===== config.mk =====
export PLATFORM = sky130hd
export DESIGN_NAME = right_movement_ctrl
export DESIGN_NICKNAME = d
export VERILOG_FILES = /design/src/rtl/tetris_pkg.sv /design/src/rtl/repeat_timer.sv /design/src/rtl/right_movement_ctrl.sv
export SDC_FILE = /design/constraint.sdc
export NUM_CORES = 1
export LEC_CHECK = 0
export CORE_ASPECT_RATIO = 1.4
export CORE_MARGIN = 2
export CORE_UTILIZATION = 49
export CTS_CLUSTER_SIZE = 14
export DETAILED_ROUTE_END_ITERATION = 16
export GPL_TIMING_DRIVEN = 0
export PLACE_DENSITY = 0.79
export SKIP_CTS_REPAIR_TIMING = 1
export SYNTH_ARGS = -nofsm -noshare
export SYNTH_HDL_FRONTEND = slang
export SYNTH_SLANG_ARGS = --single-unit

===== constraint.sdc =====
create_clock -name clk -period 3.11 [get_ports clk]
set_clock_uncertainty 0.05 [all_clocks]
set_input_delay 0.622 -clock clk [delete_from_list [all_inputs] [get_ports clk]]
set_output_delay 0.622 -clock clk [all_outputs]
set_load 0.01 [all_outputs]

===== src/rtl/tetris_pkg.sv =====
// Shared board geometry, index widths and movement FSM encoding for the Tetris datapath.
package tetris_pkg;

  localparam int unsigned BOARD_ROWS = 16;
  localparam int unsigned BOARD_COLS = 10;
  localparam int unsigned ROW_W      = 4;
  localparam int unsigned COL_W      = 4;

  typedef enum logic [1:0] {
    IDLE  = 2'd0,
    READ  = 2'd1,
    WAIT  = 2'd2,
    CHECK = 2'd3
  } move_state_e;

endpackage


===== src/rtl/repeat_timer.sv =====
// Auto-repeat countdown for a held button: first expiry after DELAY cycles, then every RATE cycles.
module repeat_timer #(
  parameter int unsigned DELAY = 12,
  parameter int unsigned RATE  = 4
) (
  input  logic clk,
  input  logic rst,
  input  logic arm,
  input  logic rate_sel,
  input  logic hold,
  input  logic clear,
  output logic expire_c
);

  localparam int unsigned MAXV  = (DELAY > RATE) ? DELAY : RATE;
  localparam int unsigned CNT_W = $clog2(MAXV + 1);

  logic             armed;
  logic [CNT_W-1:0] count;

  // Releasing the button or a new piece drops any pending repeat.
  always_ff @(posedge clk or posedge rst) begin
    if (rst) begin
      armed <= 1'b0;
      count <= '0;
    end else if (clear || !hold) begin
      armed <= 1'b0;
      count <= '0;
    end else if (arm) begin
      armed <= 1'b1;
      count <= rate_sel ? CNT_W'(RATE) : CNT_W'(DELAY);
    end else if (count != '0) begin
      count <= count - CNT_W'(1);
    end
  end

  assign expire_c = armed & hold & (count == CNT_W'(1));

endmodule


===== src/rtl/right_movement_ctrl.sv =====
// Right-shift controller for the falling piece: edge/auto-repeat trigger, board row lookup,
// wall and collision check, spawn reload.
module right_movement_ctrl
  import tetris_pkg::*;
#(
  parameter int unsigned ROWS         = BOARD_ROWS,
  parameter int unsigned COLS         = BOARD_COLS,
  parameter int unsigned SPAWN_COL    = 4,
  parameter int unsigned REPEAT_DELAY = 12,
  parameter int unsigned REPEAT_RATE  = 4
) (
  input  logic             clk,
  input  logic             rst,
  input  logic             move_req,
  input  logic             load,
  input  logic [COL_W-1:0] spawn_col,
  input  logic [ROW_W-1:0] vert_block,
  output logic             row_rd,
  output logic [ROW_W-1:0] row_addr,
  input  logic [COLS-1:0]  row_data,
  output logic [COL_W-1:0] hor_block,
  output logic             moved,
  output logic             blocked,
  output logic             busy
);

  if (ROWS > (1 << ROW_W)) begin : g_rows_chk
    $error("ROWS does not fit the row address width");
  end
  if (COLS > (1 << COL_W) || SPAWN_COL >= COLS) begin : g_cols_chk
    $error("COLS or SPAWN_COL does not fit the column index width");
  end

  localparam logic [COL_W-1:0] LAST_COL = COL_W'(COLS - 1);

  move_state_e      state, state_n;
  logic [COL_W-1:0] hor_n, next_col;
  logic [ROW_W-1:0] row_addr_n;
  logic             moved_n, blocked_n, row_rd_n;
  logic             move_prev, rel_seen;
  logic             edge_c, expire_c, trig_c, at_wall;
  logic             tmr_arm, tmr_rate;

  // A press only counts after the button has been seen released since reset.
  assign edge_c   = move_req & ~move_prev & rel_seen;
  assign trig_c   = (edge_c | expire_c) & (state == IDLE);
  assign at_wall  = (hor_block == LAST_COL);
  assign next_col = at_wall ? hor_block : hor_block + COL_W'(1);

  repeat_timer #(
    .DELAY (REPEAT_DELAY),
    .RATE  (REPEAT_RATE)
  ) u_repeat_timer (
    .clk      (clk),
    .rst      (rst),
    .arm      (tmr_arm),
    .rate_sel (tmr_rate),
    .hold     (move_req),
    .clear    (load),
    .expire_c (expire_c)
  );

  always_ff @(posedge clk or posedge rst) begin
    if (rst) begin
      state     <= IDLE;
      hor_block <= COL_W'(SPAWN_COL);
      moved     <= 1'b0;
      blocked   <= 1'b0;
      row_rd    <= 1'b0;
      row_addr  <= '0;
      busy      <= 1'b0;
      move_prev <= 1'b0;
      rel_seen  <= 1'b0;
    end else begin
      state     <= state_n;
      hor_block <= hor_n;
      moved     <= moved_n;
      blocked   <= blocked_n;
      row_rd    <= row_rd_n;
      row_addr  <= row_addr_n;
      busy      <= (state_n != IDLE);
      move_prev <= move_req;
      rel_seen  <= rel_seen | ~move_req;
    end
  end

  // Row data returns during WAIT, so the move is resolved as WAIT hands over to CHECK.
  always_comb begin
    state_n    = state;
    hor_n      = hor_block;
    moved_n    = 1'b0;
    blocked_n  = 1'b0;
    row_rd_n   = 1'b0;
    row_addr_n = row_addr;
    tmr_arm    = 1'b0;
    tmr_rate   = 1'b0;
    if (load) begin
      state_n = IDLE;
      hor_n   = (spawn_col > LAST_COL) ? LAST_COL : spawn_col;
    end else begin
      unique case (state)
        IDLE: begin
          if (trig_c) begin
            tmr_arm  = 1'b1;
            tmr_rate = ~edge_c;
            if (at_wall) begin
              blocked_n = 1'b1;
            end else begin
              state_n    = READ;
              row_rd_n   = 1'b1;
              row_addr_n = vert_block;
            end
          end
        end
        READ: state_n = WAIT;
        WAIT: begin
          state_n = CHECK;
          if (row_data[next_col]) begin
            blocked_n = 1'b1;
          end else begin
            hor_n   = next_col;
            moved_n = 1'b1;
          end
        end
        CHECK: state_n = IDLE;
        default: state_n = IDLE;
      endcase
    end
  end

endmodule


==> load_flow_metrics.sql <==
INSERT INTO impl_metrics (metric_group, metric, value, unit) VALUES
('run_status', 'run_status', 'completed', ''),
('yosys', 'synth.top_cell.area_share', '0.3607', ''),
('pwr', 'irDropWorstVdd', '0.5053', 'mV'),
('run', 'maxCapViolations', '0', ''),
('yosys', 'synthesis.nets', '177', ''),
('drt', 'num_vias', '1198', ''),
('floorplan', 'placementRows', '22', ''),
('pwr', 'intPower', '0.7973', 'mW'),
('timing', 'setup_viol', '0', ''),
('clock_network', 'cts_tree', 'done', ''),
('cells_and_area', 'antenna_cells_inserted', '0', ''),
('yosys', 'synth_top_area_cell', 'dfrtp_1', ''),
('yosys', 'synth_cell_type_count', '47', ''),
('placement', 'detailed_place_hpwl', '2490', 'um'),
('timing', 'finalCritPeriodShare', '0.8464', ''),
('worst_setup_path', 'reg_to_reg_setup_timing_slack', '0.48', 'ns'),
('yosys', 'syn_area', '1388', 'sq um'),
('clock_network', 'cts_buffers', '3', ''),
('min_path', 'hp-start', 'rel_seen$_DFF_PP0_', ''),
('drt', 'dr_wl_met3', '131', 'um'),
('clock_network', 'cts_buffer_depth', '2', ''),
('pwr', 'power_density', '743.5', 'nW/um^2'),
('yosys', 'yosys_most_used_dff', 'dfrtp_1', ''),
('clock_network', 'cts_sinks', '21', ''),
('min_path', 'hold_class', 'reg2reg', ''),
('grt', 'grt_usage', '0.2085', ''),
('clock_network', 'clock_tree.root_cell', 'clkbuf_4', ''),
('worst_setup_path', 'cp-end-kind', 'flop', ''),
('floorplan', 'core', '2670', 'sq um'),
('pwr', 'power.static_leakage', '0.7905', 'nW'),
('clock_network', 'h_tree_levels', '1', ''),
('drt', 'wl_met1', '1180', 'um'),
('timing', 'min_period', '2.632', 'ns'),
('pwr', 'total_switching_power', '0.5265', 'mW'),
('placement', 'gp_routability_congestion', '0.8793', ''),
('grt', 'number_of_antenna_violations_at_the_first_check_in_global_routing', '0', ''),
('grt', 'grt_pass1_vias', '1217', ''),
('yosys', 'postSynth.asyncResetShare', '1.000', ''),
('floorplan', 'die_outline_area', '3280', 'sq um'),
('floorplan', 'chipWidth', '48.98', 'um'),
('timing', 'setup_total_negative_slack', '0', 'ns'),
('drt', 'antenna_left', '0', ''),
('worst_setup_path', 'r2r_start', 'hor_block[1]$_DFFE_PP0P_', ''),
('placement', 'preCtsSetupSlack', '0.3551', 'ns'),
('grt', 'grt_max_degree', '22', ''),
('clock_network', 'clock_latency_late_sink', '0.29', 'ns'),
('timing', 'max_slew_margin', '0.4811', ''),
('yosys', 'synth_commonest_cells', '22 x nand2_1, 20 x dfrtp_1, 16 x nor2_1, 12 x inv_1, 8 x a21oi_1', ''),
('drt', 'top_signal_layer_used', 'met4', ''),
('worst_setup_path', 'cp_data_arrival_time', '2.77', 'ns'),
('clock_network', 'path_clk_slew', '0.11', 'ns'),
('cells_and_area', 'layout.nets', '214', ''),
('cells_and_area', 'area.growth.synth_to_final', '28.31', '%'),
('cells_and_area', 'final_cells', '220', ''),
('timing', 'rsz0062_at_grt', 'false', ''),
('timing', 'worst_margin_pin_slew', '0.7774', 'ns'),
('floorplan', 'io_pins', '34', ''),
('yosys', 'postSynthAreaPerCell', '9.376', 'sq um'),
('worst_setup_path', 'ff2ff_path_depth', '8', ''),
('pwr', 'sw_frac_of_total', '0.3977', ''),
('pwr', 'power.share.clock', '0.095', ''),
('pwr', 'comb_power_share', '0.611', ''),
('pwr', 'totalPowerFinal', '1.324', 'mW'),
('worst_setup_path', 'r2r_end', 'hor_block[1]$_DFFE_PP0P_', ''),
('grt', 'grt_pass1_wl', '5326', 'um'),
('yosys', 'ys.warnings.count', '0', ''),
('timing', 'hold_viol_final', '0', ''),
('yosys', 'synth-edff-count', '0', ''),
('placement', 'numPlacedInstances', '216', ''),
('drt', 'route.met2.wl', '1696', 'um'),
('pwr', 'seqPwrFrac', '0.294', '');
[worst max-delay path, stage by stage (launching register included)]
cell	delay [ns]
dfrtp_1	0.45
inv_1	0.15
ha_1	0.29
nand3b_4	0.11
o311ai_1	0.39
a21oi_1	0.14
o311ai_2	0.50
nand2_1	0.13
a221o_1	0.31
[power groups by stage]
stage	clock (mW)	combinational [mW]	sequential [mW]
2_1_floorplan	0	0.551	0.415
3_3_place_gp	0	0.788	0.393
3_5_place_dp	0	0.808	0.397
4_1_cts	0.130	0.813	0.391
5_1_grt	0.142	0.886	0.401
6_report	0.126	0.809	0.389
[routing by layer]
metal / up-vias / GRT usage
met5: - / 0
met3: 6 / 0.03587
met4: 0 / 0.06786
li1: 585 / -
met1: 562 / 0.2148
met2: 45 / 0.4195
[flip-flops by register name, summed over array words and instances (netlist names)]
register	flops
move_prev	1
u_repeat_timer.count	4
u_repeat_timer.armed	1
row_rd	1
rel_seen	1
hor_block	4
state	2
moved	1
blocked	1
row_addr	4
busy	1
[stage by stage]
step / hold slack [ns] / cell area (sq um) / util
finish: 0.4211 / 1780 / 0.6668
detailed placement: 0.3949 / 1753 / 0.6565
global placement: 0.3930 / 1753 / 0.6565
CTS: 0.4270 / 1780 / 0.6668
floorplan: 0.3758 / 1388 / -
global route: 0.4573 / 1780 / 0.6668
[kinds of logic after synthesis]
kind of cell,count (synthesis),synth area share
AND/OR/NAND/NOR,58,0.2074
flip-flops,21,0.3796
XOR/XNOR,5,0.04509
adder cells (fa/ha/maj),7,0.06312
buffers and inverters,18,0.07935
AO/OA/AOI/OAI,34,0.1804
multiplexers,5,0.04509
[how the worst min path moves through the flow]
stage | end | slack (ns) | cells after the start
after floorplan | rel_seen$_DFF_PP0_ | 0.38 | 1
after global placement | rel_seen$_DFF_PP0_ | 0.39 | 1
after detailed placement | rel_seen$_DFF_PP0_ | 0.39 | 1
after CTS | rel_seen$_DFF_PP0_ | 0.43 | 1
after global routing | row_addr[2]$_DFFE_PP0P_ | 0.46 | 2
final | rel_seen$_DFF_PP0_ | 0.42 | 1
[final cells by class]
class                           instances  area [sq um]
Clock buffer                            3         22.52
Inverter                               13         62.56
Fill cell                             232         889.6
Multi-Input combinational cell        109         750.7
Buffer                                  5         47.55
Clock inverter                          1         5.005
Sequential cell                        21         526.8
Timing Repair Buffer                   32         320.3
Tap cell                               36         45.04
[placed cells by master (no fill, tap or decap), types with 4 or more instances in the layout]
cell / instances
a211oi_1: 5
nor2_1: 16
nand2_1: 22
ha_1: 7
inv_1: 12
a21oi_1: 8
nor2b_1: 5
clkdlybuf4s50_1: 32
dfrtp_1: 20
mux2i_1: 4
(Power assumes the default switching activity.)
